### src/rtl/i2c_arb_pkg.sv
// Shared types for the I2C master arbiter: FSM states and pointer sizing.
package i2c_arb_pkg;

  typedef enum logic [2:0] {
    IDLE,
    LAUNCH,
    WAIT_BUSY,
    WAIT_DONE,
    COMPLETE
  } arb_state_t;

  function automatic int ptr_width(input int n);
    return (n < 2) ? 1 : $clog2(n);
  endfunction

endpackage

### src/rtl/i2c_master_arbiter_if.sv
// Command/response bundle between the arbiter (master modport) and the
// single I2C master controller (slave modport).
interface i2c_master_arbiter_if #(
  parameter int ADDR_WIDTH = 7,
  parameter int DATA_WIDTH = 8
);
  logic [ADDR_WIDTH-1:0] m_address;
  logic                  m_rw;
  logic [DATA_WIDTH-1:0] m_data_in;
  logic                  m_enable;
  logic [DATA_WIDTH-1:0] m_data_out;
  logic                  m_ready;

  modport master (
    output m_address, m_rw, m_data_in, m_enable,
    input  m_data_out, m_ready
  );

  modport slave (
    input  m_address, m_rw, m_data_in, m_enable,
    output m_data_out, m_ready
  );
endinterface

### src/rtl/i2c_rr_picker.sv
// Combinational round-robin picker: first set req bit after ptr, wrapping.
module i2c_rr_picker #(
  parameter int N  = 4,
  parameter int PW = 2
) (
  input  logic [N-1:0]  req,
  input  logic [PW-1:0] ptr,
  output logic [N-1:0]  win,
  output logic [PW-1:0] idx
);
  int            j;
  logic [PW-1:0] js;

  // Scan farthest-first so the nearest set bit overwrites last.
  always_comb begin
    win = '0;
    idx = '0;
    j   = 0;
    js  = '0;
    for (int i = N; i >= 1; i--) begin
      j  = (int'(ptr) + i) % N;
      js = PW'(j);
      if (req[js]) begin
        win     = '0;
        win[js] = 1'b1;
        idx     = js;
      end
    end
  end
endmodule

### src/rtl/i2c_master_arbiter.sv
// Round-robin share of one I2C master among NUM_REQ clients.
// Optional per-transaction abort: define I2C_MASTER_ARBITER_TIMEOUT_EN.
module i2c_master_arbiter #(
  parameter int NUM_REQ        = 4,
  parameter int ADDR_WIDTH     = 7,
  parameter int DATA_WIDTH     = 8,
  parameter int TIMEOUT_CYCLES = 4096
) (
  input  logic                          clk,
  input  logic                          rst,
  input  logic [NUM_REQ-1:0]            req,
  input  logic [NUM_REQ*ADDR_WIDTH-1:0] req_addr,
  input  logic [NUM_REQ-1:0]            req_rw,
  input  logic [NUM_REQ*DATA_WIDTH-1:0] req_wdata,
  output logic [NUM_REQ-1:0]            grant,
  output logic [NUM_REQ-1:0]            done,
  output logic                          err,
  output logic [DATA_WIDTH-1:0]         rdata,
  output logic                          busy,
  i2c_master_arbiter_if.master          m
);
  import i2c_arb_pkg::*;

  localparam int PW = ptr_width(NUM_REQ);

  arb_state_t            state, state_n;
  logic [PW-1:0]         rr_ptr, ptr_n, win_idx;
  logic [NUM_REQ-1:0]    win, grant_n, done_n;
  logic [ADDR_WIDTH-1:0] addr_q, addr_n;
  logic [DATA_WIDTH-1:0] wd_q, wd_n, rdata_n;
  logic                  rw_q, rw_n;
  logic                  en_q, en_n;
  logic                  err_n, rdy_q, to_hit;

  i2c_rr_picker #(.N(NUM_REQ), .PW(PW)) u_pick (
    .req (req),
    .ptr (rr_ptr),
    .win (win),
    .idx (win_idx)
  );

`ifdef I2C_MASTER_ARBITER_TIMEOUT_EN
  localparam int TW = (TIMEOUT_CYCLES < 2) ? 1 : $clog2(TIMEOUT_CYCLES);
  logic [TW-1:0] tcnt;

  always_ff @(posedge clk or posedge rst) begin
    if (rst) tcnt <= '0;
    else if (state == LAUNCH) tcnt <= '0;
    else if (state inside {WAIT_BUSY, WAIT_DONE}) tcnt <= tcnt + 1'b1;
  end

  assign to_hit = (state inside {WAIT_BUSY, WAIT_DONE}) &&
                  (tcnt == TW'(TIMEOUT_CYCLES - 1));
`else
  localparam int unused_timeout = TIMEOUT_CYCLES;
  assign to_hit = 1'b0;
`endif

  always_comb begin
    state_n = state;
    ptr_n   = rr_ptr;
    grant_n = grant;
    done_n  = '0;
    addr_n  = addr_q;
    rw_n    = rw_q;
    wd_n    = wd_q;
    en_n    = en_q;
    err_n   = err;
    rdata_n = rdata;
    unique case (state)
      IDLE: begin
        if ((|req) && rdy_q) begin
          grant_n = win;
          addr_n  = req_addr[win_idx*ADDR_WIDTH +: ADDR_WIDTH];
          rw_n    = req_rw[win_idx];
          wd_n    = req_wdata[win_idx*DATA_WIDTH +: DATA_WIDTH];
          ptr_n   = win_idx;
          state_n = LAUNCH;
        end
      end
      LAUNCH: begin
        en_n    = 1'b1;
        state_n = WAIT_BUSY;
      end
      WAIT_BUSY: begin
        if (to_hit) begin
          en_n    = 1'b0;
          err_n   = 1'b1;
          done_n  = grant;
          state_n = COMPLETE;
        end else if (!rdy_q) begin
          en_n    = 1'b0;
          state_n = WAIT_DONE;
        end
      end
      WAIT_DONE: begin
        if (to_hit) begin
          en_n    = 1'b0;
          err_n   = 1'b1;
          done_n  = grant;
          state_n = COMPLETE;
        end else if (rdy_q) begin
          if (rw_q) rdata_n = m.m_data_out;
          err_n   = 1'b0;
          done_n  = grant;
          state_n = COMPLETE;
        end
      end
      COMPLETE: begin
        grant_n = '0;
        state_n = IDLE;
      end
      default: state_n = IDLE;
    endcase
  end

  // Pointer resets to the last client so client 0 wins first.
  always_ff @(posedge clk or posedge rst) begin
    if (rst) begin
      state  <= IDLE;
      rr_ptr <= PW'(NUM_REQ - 1);
      grant  <= '0;
      done   <= '0;
      addr_q <= '0;
      rw_q   <= 1'b0;
      wd_q   <= '0;
      en_q   <= 1'b0;
      err    <= 1'b0;
      rdata  <= '0;
      rdy_q  <= 1'b1;
    end else begin
      state  <= state_n;
      rr_ptr <= ptr_n;
      grant  <= grant_n;
      done   <= done_n;
      addr_q <= addr_n;
      rw_q   <= rw_n;
      wd_q   <= wd_n;
      en_q   <= en_n;
      err    <= err_n;
      rdata  <= rdata_n;
      rdy_q  <= m.m_ready;
    end
  end

  assign busy        = (state != IDLE);
  assign m.m_address = addr_q;
  assign m.m_rw      = rw_q;
  assign m.m_data_in = wd_q;
  assign m.m_enable  = en_q;
endmodule

### src/flat_wrapper.sv
// flat-port wrapper written by rule: the top's interface ports become plain ports
module i2c_master_arbiter_flat import i2c_arb_pkg::*;
#(
  parameter int NUM_REQ        = 4,
  parameter int ADDR_WIDTH     = 7,
  parameter int DATA_WIDTH     = 8,
  parameter int TIMEOUT_CYCLES = 4096
)
  (clk, rst, req, req_addr, req_rw, req_wdata, grant, done, err, rdata, busy, m_m_address, m_m_rw, m_m_data_in, m_m_enable, m_m_data_out, m_m_ready);
  i2c_master_arbiter_if #(.ADDR_WIDTH(ADDR_WIDTH), .DATA_WIDTH(DATA_WIDTH)) m_i ();
  input  logic clk;
  input  logic rst;
  input  logic [NUM_REQ-1:0] req;
  input  logic [NUM_REQ*ADDR_WIDTH-1:0] req_addr;
  input  logic [NUM_REQ-1:0] req_rw;
  input  logic [NUM_REQ*DATA_WIDTH-1:0] req_wdata;
  output logic [NUM_REQ-1:0] grant;
  output logic [NUM_REQ-1:0] done;
  output logic err;
  output logic [DATA_WIDTH-1:0] rdata;
  output logic busy;
  output wire logic [$bits(m_i.m_address)-1:0] m_m_address;
  output wire logic [$bits(m_i.m_rw)-1:0] m_m_rw;
  output wire logic [$bits(m_i.m_data_in)-1:0] m_m_data_in;
  output wire logic [$bits(m_i.m_enable)-1:0] m_m_enable;
  input wire logic [$bits(m_i.m_data_out)-1:0] m_m_data_out;
  input wire logic [$bits(m_i.m_ready)-1:0] m_m_ready;
  assign m_m_address = m_i.m_address;
  assign m_m_rw = m_i.m_rw;
  assign m_m_data_in = m_i.m_data_in;
  assign m_m_enable = m_i.m_enable;
  assign m_i.m_data_out = m_m_data_out;
  assign m_i.m_ready = m_m_ready;
  i2c_master_arbiter #(.NUM_REQ(NUM_REQ), .ADDR_WIDTH(ADDR_WIDTH), .DATA_WIDTH(DATA_WIDTH), .TIMEOUT_CYCLES(TIMEOUT_CYCLES)) u_core (.clk(clk), .rst(rst), .req(req), .req_addr(req_addr), .req_rw(req_rw), .req_wdata(req_wdata), .grant(grant), .done(done), .err(err), .rdata(rdata), .busy(busy), .m(m_i));
endmodule
### config.mk
export PLATFORM = sky130hd
export DESIGN_NAME = i2c_master_arbiter_flat
export DESIGN_NICKNAME = d
export VERILOG_FILES = /design/src/rtl/i2c_arb_pkg.sv /design/src/rtl/i2c_master_arbiter_if.sv /design/src/rtl/i2c_rr_picker.sv /design/src/rtl/i2c_master_arbiter.sv /design/src/flat_wrapper.sv
export SDC_FILE = /design/constraint.sdc
export NUM_CORES = 1
export LEC_CHECK = 0
export ABC_AREA = 1
export CAP_MARGIN = 20
export CELL_PAD_IN_SITES_DETAIL_PLACEMENT = 2
export CELL_PAD_IN_SITES_GLOBAL_PLACEMENT = 2
export CORE_MARGIN = 4
export CORE_UTILIZATION = 22
export DETAILED_ROUTE_END_ITERATION = 8
export GPL_ROUTABILITY_DRIVEN = 0
export PLACE_DENSITY_LB_ADDON = 0.1
export SLEW_MARGIN = 25
export SYNTH_ARGS = -nofsm -noshare
export SYNTH_HDL_FRONTEND = slang
export SYNTH_SLANG_ARGS = --single-unit
### constraint.sdc
create_clock -name clk -period 2.4 [get_ports clk]
set_input_delay 0.48 -clock clk [delete_from_list [all_inputs] [get_ports clk]]
set_output_delay 0.48 -clock clk [all_outputs]
set_load 0.03 [all_outputs]
==> results.cfg, run 1 <==
[run_status]
run_status = complete, no violations

[synth]
syn_nets = 485
ys_ff_latch = 39
avgSynthCellArea_um2 = 6.66
synth_warnings = 0
seq_area_frac_synth_pct = 36.8
mappedNetlistArea_mm2 = 0.00266
synthCells = 399
synth.distinct_cells = 31

[global_routing]
grt_pass1_wl_um = 16500
grt_overflow = 0
grtUsageTotal_pct = 14.1
antenna_found_initial = 0
grt_max_degree = 30
grt_pass1_vias = 3299

[setup_path]
endpoint_kind = flip-flop
slowest_delay_ps = 530
crit_path_start_kind = flip-flop
critical_path_arrival_ps = 2380
crit_family = simple AND/OR/NAND/NOR gates
path_buf_inv = 3
crit_chain = inv_1 > ha_4 > inv_1 > nand3_1 > nand2_2 > nand2_2 > nand2_1 > nand2_2 > nand2_4 > buf_12 > or2_2 > nand3_1 > nand3_1
required_ps = 2560
slowest_stage = dfstp_2
cp_max_fo = 29
worstSetupPathType = flip-flop to flip-flop

[floorplan]
start_util_pct = 22.9
die_y_um = 118
die_w_um = 118
core-area_mm2 = 0.0116
dieArea_mm2 = 0.0139
rows = 39
io_pins = 114

[power_and_ir_drop]
ir_worst_vdd_mv = 0.574
p_leak_nw = 2.15
p_per_area_mw_per_mm2 = 1520

[timing]
hold_violations = 0
skew_ps = 6.66
setup_viol = 0
timing.final.ws_setup_ps = 188
timing.fmax_mhz = 452
finalCritPeriodShare_pct = 92.2
fin_crit_ps = 2210
rsz0062_at_grt = false
drv_slew = 0

[clock_network]
clk_path_buf_depth = 2
cts_tree = yes
h-tree-depth = 2
cts_setup_buffers = 0
clk_pin_slew_worst_paths_ps = 60
cts-buffers-inserted = 5
clkSinkCount = 39
clk_latency_ps = 280
cts_root_buf = clkbuf_16

[final_layout]
area_delta_synth_final_pct = 59.7
postLayoutCellArea_mm2 = 0.00425
fin_nets = 606
drive_above_1_share_pct = 10.7
layout_commonest_cell = nand2_1
num_antenna_cells = 0
layout_common_cells = 124 x nand2_1, 112 x clkdlybuf4s50_1, 74 x nand3_1
utilization_pct = 36.6

[place]
io_buffers = 112
placed_area_mm2 = 0.00403
dp_hpwl_um = 7910
dp_slack_ps = -14.1

[route]
num_vias = 2942
drc = 0
drt_iter0_markers = 139
antenna_violating_nets_post_route = 0
drt_pass1_iterations = 4
vias_per_cell = 4.43
wl_um = 9670
wl_per_cell_um = 14.6

[job]
maxCapViolations = 0

[min_path]
holdCritPathClass = flip-flop to flip-flop
## through the flow
| stage | TNS (ps) | cells | power, mW | hold slack (ps) |
|---|---|---|---|---|
| finish | 0 | 664 | 6.44 | 476 |
| detailed placement | -34.4 | 656 | 5.59 | 467 |
| CTS | 0 | 664 | 6.50 | 482 |
| global placement | 0 | 656 | 5.49 | 455 |
| floorplan | 0 | 399 | 3.97 | 480 |
| global route | 0 | 664 | 7.07 | 515 |
## layout make-up
type / instances / area, µm²
fillers: 1394 / 7370
multi-input cells: 266 / 1320
repair buffers: 130 / 1280
flip-flops and latches: 39 / 980
inverters: 78 / 298
well taps: 143 / 179
clock buffers: 6 / 129
clock inverters: 2 / 60.1
## tightest hold or removal path, stage by stage (launching register included)
cell,delay (ps)
dfrtp_1,340
nand2_1,50
nand2_1,50
## power breakdown
| group | switching (mW) | total, mW | internal (mW) |
|---|---|---|---|
| Clock | 0.270 | 0.867 | 0.596 |
| Combinational | 2.77 | 4.46 | 1.69 |
| Sequential | 0.171 | 1.12 | 0.948 |
## routing by layer
layer  wire length, µm  part of all wire, %  global-route usage, %  up-vias
met2              4650                   48                   24.3       74
li1                  -                    -                      -     1465
met5                 0                    0                      0        -
met1              4450                   46                   18.1     1397
met4                76                 0.79                   2.42        0
met3               490                  5.1                   3.32        6
## path summary, 6_finish.rpt
kind | startpoint | end | slack [ps] | cells past startpoint
worst max-delay path | u_core.rr_ptr[1]$_DFFE_PP1P_ | u_core.m.m_address[5]$_DFFE_PP0P_ | 190 | 13
max in group asynchronous | rst | u_core.rdy_q$_DFF_PP1_ | 1330 | 3
worst max register to register | u_core.rr_ptr[1]$_DFFE_PP1P_ | u_core.m.m_address[5]$_DFFE_PP0P_ | 190 | 13
worst min register to register | u_core.rdata[2]$_DFFE_PP0P_ | u_core.rdata[2]$_DFFE_PP0P_ | 480 | 2
min in group asynchronous | rst | u_core.m.m_address[1]$_DFFE_PP0P_ | 520 | 2
worst min-delay path | u_core.rdata[2]$_DFFE_PP0P_ | u_core.rdata[2]$_DFFE_PP0P_ | 480 | 2
## Yosys cell counts, drive strengths merged
library cell	n	area share [%]
o211ai	8	2.3
o221ai	1	0.33
o2111ai	1	0.33
buf	14	3.2
a32o	1	0.38
inv	77	11
a21oi	3	0.56
dfstp	3	3.0
conb	1	0.14
a22oi	1	0.28
or2	7	1.6
o21ai	8	1.6
nand3	76	15
nor2	15	2.2
clkbuf	2	0.28
clkinv	1	0.19
nand2	134	20
o21a	1	0.28
ha	7	3.3
nand4	2	0.47
dfrtp	36	34
## registers in the layout (all words and copies together) (netlist names)
name and count:
u_core.done 4, u_core.state 3, u_core.rdata 8, u_core.m.m_rw 1
u_core.m.m_data_in 8, u_core.rr_ptr 2, u_core.rdy_q 1, u_core.grant 4
u_core.m.m_address 7, u_core.m.m_enable 1
## cell families after synthesis
| family | after synthesis | share of synthesized area, % |
|---|---|---|
| flip-flops | 39 | 36.8 |
| AND/OR/NAND/NOR | 234 | 39.2 |
| adder cells (fa/ha/maj) | 7 | 3.29 |
| AO/OA/AOI/OAI | 24 | 6.07 |
| buffers and inverters | 94 | 14.5 |
| other | 1 | 0.141 |
## repair_timing
item                       4_1_cts  5_1_grt
hold buffers                     0        0
setup endpoints to repair        0       16
gates resized for setup          0        6
(Power assumes the default switching activity.)
==> run 2: changes to the inputs <==
- SLEW_MARGIN: 25 -> unset
==> results of run 2 <==
Same layout as run 1: the final DEF is identical, and so are final timing and power.
==> run 3: changes to the inputs <==
- ABC_AREA: 1 -> unset
- CORE_UTILIZATION: 22 -> 25
==> results.cfg, run 3 <==
[synth]
netlist.area_leader.share_pct = 31.0
mappedNetlistArea_mm2 = 0.00291
syn_nets = 404
seq_area_frac_synth_pct = 33.7
synth-edff-count = 0
synthArstFlopShare_pct = 100
synth_warnings = 0
avgSynthCellArea_um2 = 9.15
synth_commonest_cells = 36 x dfrtp_1, 31 x nor2_1, 26 x a21oi_1, 18 x or3_1, 17 x o21ai_0
synthCells = 318
ys_ff_latch = 39
synth.distinct_cells = 49
synthTopCellsByArea = dfrtp_1 31%, mux2i_1 5.2%, mux2_2 5.0%
yosysMostFrequentCell = dfrtp_1
synthFlopType = dfrtp_1
yosys.area.top_type = dfrtp_1

[route]
wl_um = 12300
drc = 0
num_vias = 3258
drt_iter0_markers = 120
antenna_violating_nets_post_route = 0
wl_per_cell_um = 19.7
vias_per_cell = 5.22
drt_pass1_iterations = 4

[power_and_ir_drop]
net-switching-power_mw = 2.97
intPower_mw = 3.81
ir_worst_vdd_mv = 0.630
p_leak_nw = 2.11
p_clk_share_pct = 11.8
swShare_pct = 43.8
pwr-share-comb_pct = 71.1
p_per_area_mw_per_mm2 = 1310
seqPwrFrac_pct = 17.1

[place]
dp_slack_ps = -582
dp_hpwl_um = 9240
place_inst = 606
io_buffers = 112

[clock_network]
h-tree-depth = 2
cts-buffers-inserted = 5
clk_latency_ps = 290
cts_hold_buf = 0
cts_tree = yes
clkSinkCount = 39
clk_pin_slew_worst_paths_ps = 60
clk_path_buf_depth = 2
cts_root_buf = clkbuf_16

[final_layout]
area_delta_synth_final_pct = 77.3
fin_nets = 566
layout_commonest_cell = clkdlybuf4s50_1
num_antenna_cells = 0
fillers = 1209
final_cells = 624
drive_above_1_share_pct = 29.7
layout_common_cells = 112 x clkdlybuf4s50_1, 51 x buf_4, 36 x dfrtp_1

[timing]
fin_crit_ps = 2740
skew_ps = 7.75
relSlewSlack_pct = 50.2
hold_violations = 0
finalCritPeriodShare_pct = 114
timing.final.ws_setup_ps = -336
setup_viol = 16
rsz0062_at_grt = true
timing.fmax_mhz = 365
worstMarginPinSlew_ps = 742
drv_slew = 0

[setup_path]
cp_max_fo = 5
worstSetupPathType = flip-flop to flip-flop
critical_path_arrival_ps = 2900
r2r_start = u_core.rr_ptr[0]$_DFFE_PP1P_
reg2reg_depth = 10
crit_path_start_kind = flip-flop
r2r_setup_slack_ps = -340
required_ps = 2560
reg2reg_to = u_core.m.m_address[2]$_DFFE_PP0P_
cpMostUsedCell = mux2_4
slowest_delay_ps = 600
crit_chain = clkinv_8 > ha_4 > buf_6 > mux2_4 > mux2i_4 > nand2_4 > a21oi_4 > buf_12 > mux2_4 > a221o_1
slowest_stage = dfstp_2
endpoint_kind = flip-flop

[floorplan]
die_w_um = 116
io_pins = 114
die_y_um = 116
dieArea_mm2 = 0.0134
core-area_mm2 = 0.0114
start_util_pct = 25.5
rows = 39

[min_path]
hold_start = u_core.m.m_data_in[0]$_DFFE_PP0P_
hold_end = u_core.m.m_data_in[0]$_DFFE_PP0P_
holdPathStages = 2
holdCritPathClass = flip-flop to flip-flop

[global_routing]
grt_pass1_vias = 3665
grt_overflow = 0
grt_pass1_wl_um = 18900
antenna_found_initial = 0
grt_max_degree = 24
grtUsageTotal_pct = 17.9

[run_status]
violations = setup timing
run_status = complete, but fails checks

[job]
maxCapViolations = 0
run 3: logic make-up (layout without fill, tap and decap cells):
logic type | Yosys count | after routing | synth area share [%]
AO/OA/AOI/OAI | 102 | 102 | 24.3
adder cells (fa/ha/maj) | 7 | 7 | 3.01
buffers and inverters | 30 | 193 | 5.20
flip-flops | 39 | 39 | 33.7
multiplexers | 33 | 33 | 13.3
other | 1 | 1 | 0.129
AND/OR/NAND/NOR | 106 | 106 | 20.4
run 3: power groups by stage:
stage / registers, mW / logic, mW / clock network (mW)
after global routing: 1.20 / 5.18 / 0.855
after CTS: 1.16 / 4.66 / 0.817
after detailed placement: 1.17 / 4.35 / 0
after floorplan: 1.60 / 2.13 / 0
final: 1.16 / 4.82 / 0.797
after global placement: 1.15 / 4.23 / 0
run 3: timing repair:
| action | CTS | global route |
|---|---|---|
| resized for setup | 12 | 35 |
| buffers inserted | 7 | 1 |
| cloned | 1 | 2 |
| endpoints found under the setup margin | 17 | 20 |
| pin swaps | 1 | 4 |
run 3: critical path, delay by kind of cell, from the launching register on:
family                     cells  cell delay (ps)
buffers and inverters          3              320
and+or+nand+nor                1               80
DFF                            1              600
AOI/OAI and AO/OA              2              500
adders and majority gates      1              300
muxes                          3              790
run 3: worst max path at each step:
stage,start,to,slack [ps],cells after the start
6_report,u_core.rr_ptr[0]$_DFFE_PP1P_,u_core.m.m_address[2]$_DFFE_PP0P_,-340,10
2_1_floorplan,u_core.rr_ptr[0]$_DFFE_PP1P_,u_core.m.m_address[2]$_DFFE_PP0P_,-420,10
4_1_cts,u_core.rr_ptr[0]$_DFFE_PP1P_,u_core.m.m_address[2]$_DFFE_PP0P_,-330,10
3_5_place_dp,req[3],u_core.m.m_address[2]$_DFFE_PP0P_,-580,9
3_3_place_gp,req[3],u_core.m.m_data_in[6]$_DFFE_PP0P_,-450,9
5_1_grt,u_core.rr_ptr[0]$_DFFE_PP1P_,u_core.m.m_address[2]$_DFFE_PP0P_,-410,10
run 3: layout make-up:
type                       instances  area [µm²]  share of cell area, %
clock buffer                       5         125                   2.42
clock inverter                     3        46.3                  0.897
inverter                           9        46.3                  0.897
multi-input combinational        249        2060                   39.9
sequential                        39         980                   19.0
tap                              143         179                   3.47
timing repair buffer             176        1720                   33.4
run 3: layer usage:
layer / share of wire (%) / track usage [%]
met5: 0 / 0
met4: 0.80 / 3.48
met3: 6.5 / 4.54
met2: 51 / 31.8
met1: 42 / 21.9
run 3: metrics by stage:
step	power, mW	util [%]	hold WS, ps	area (µm²)	TNS, ps
5_1_grt	7.24	45.2	521	5160	-5070
3_3_place_gp	5.38	41.2	478	4700	-7000
6_report	6.78	45.2	495	5160	-3490
3_5_place_dp	5.52	41.2	484	4700	-8690
2_1_floorplan	3.73	-	484	3030	-5320
4_1_cts	6.63	43.8	505	5000	-4120
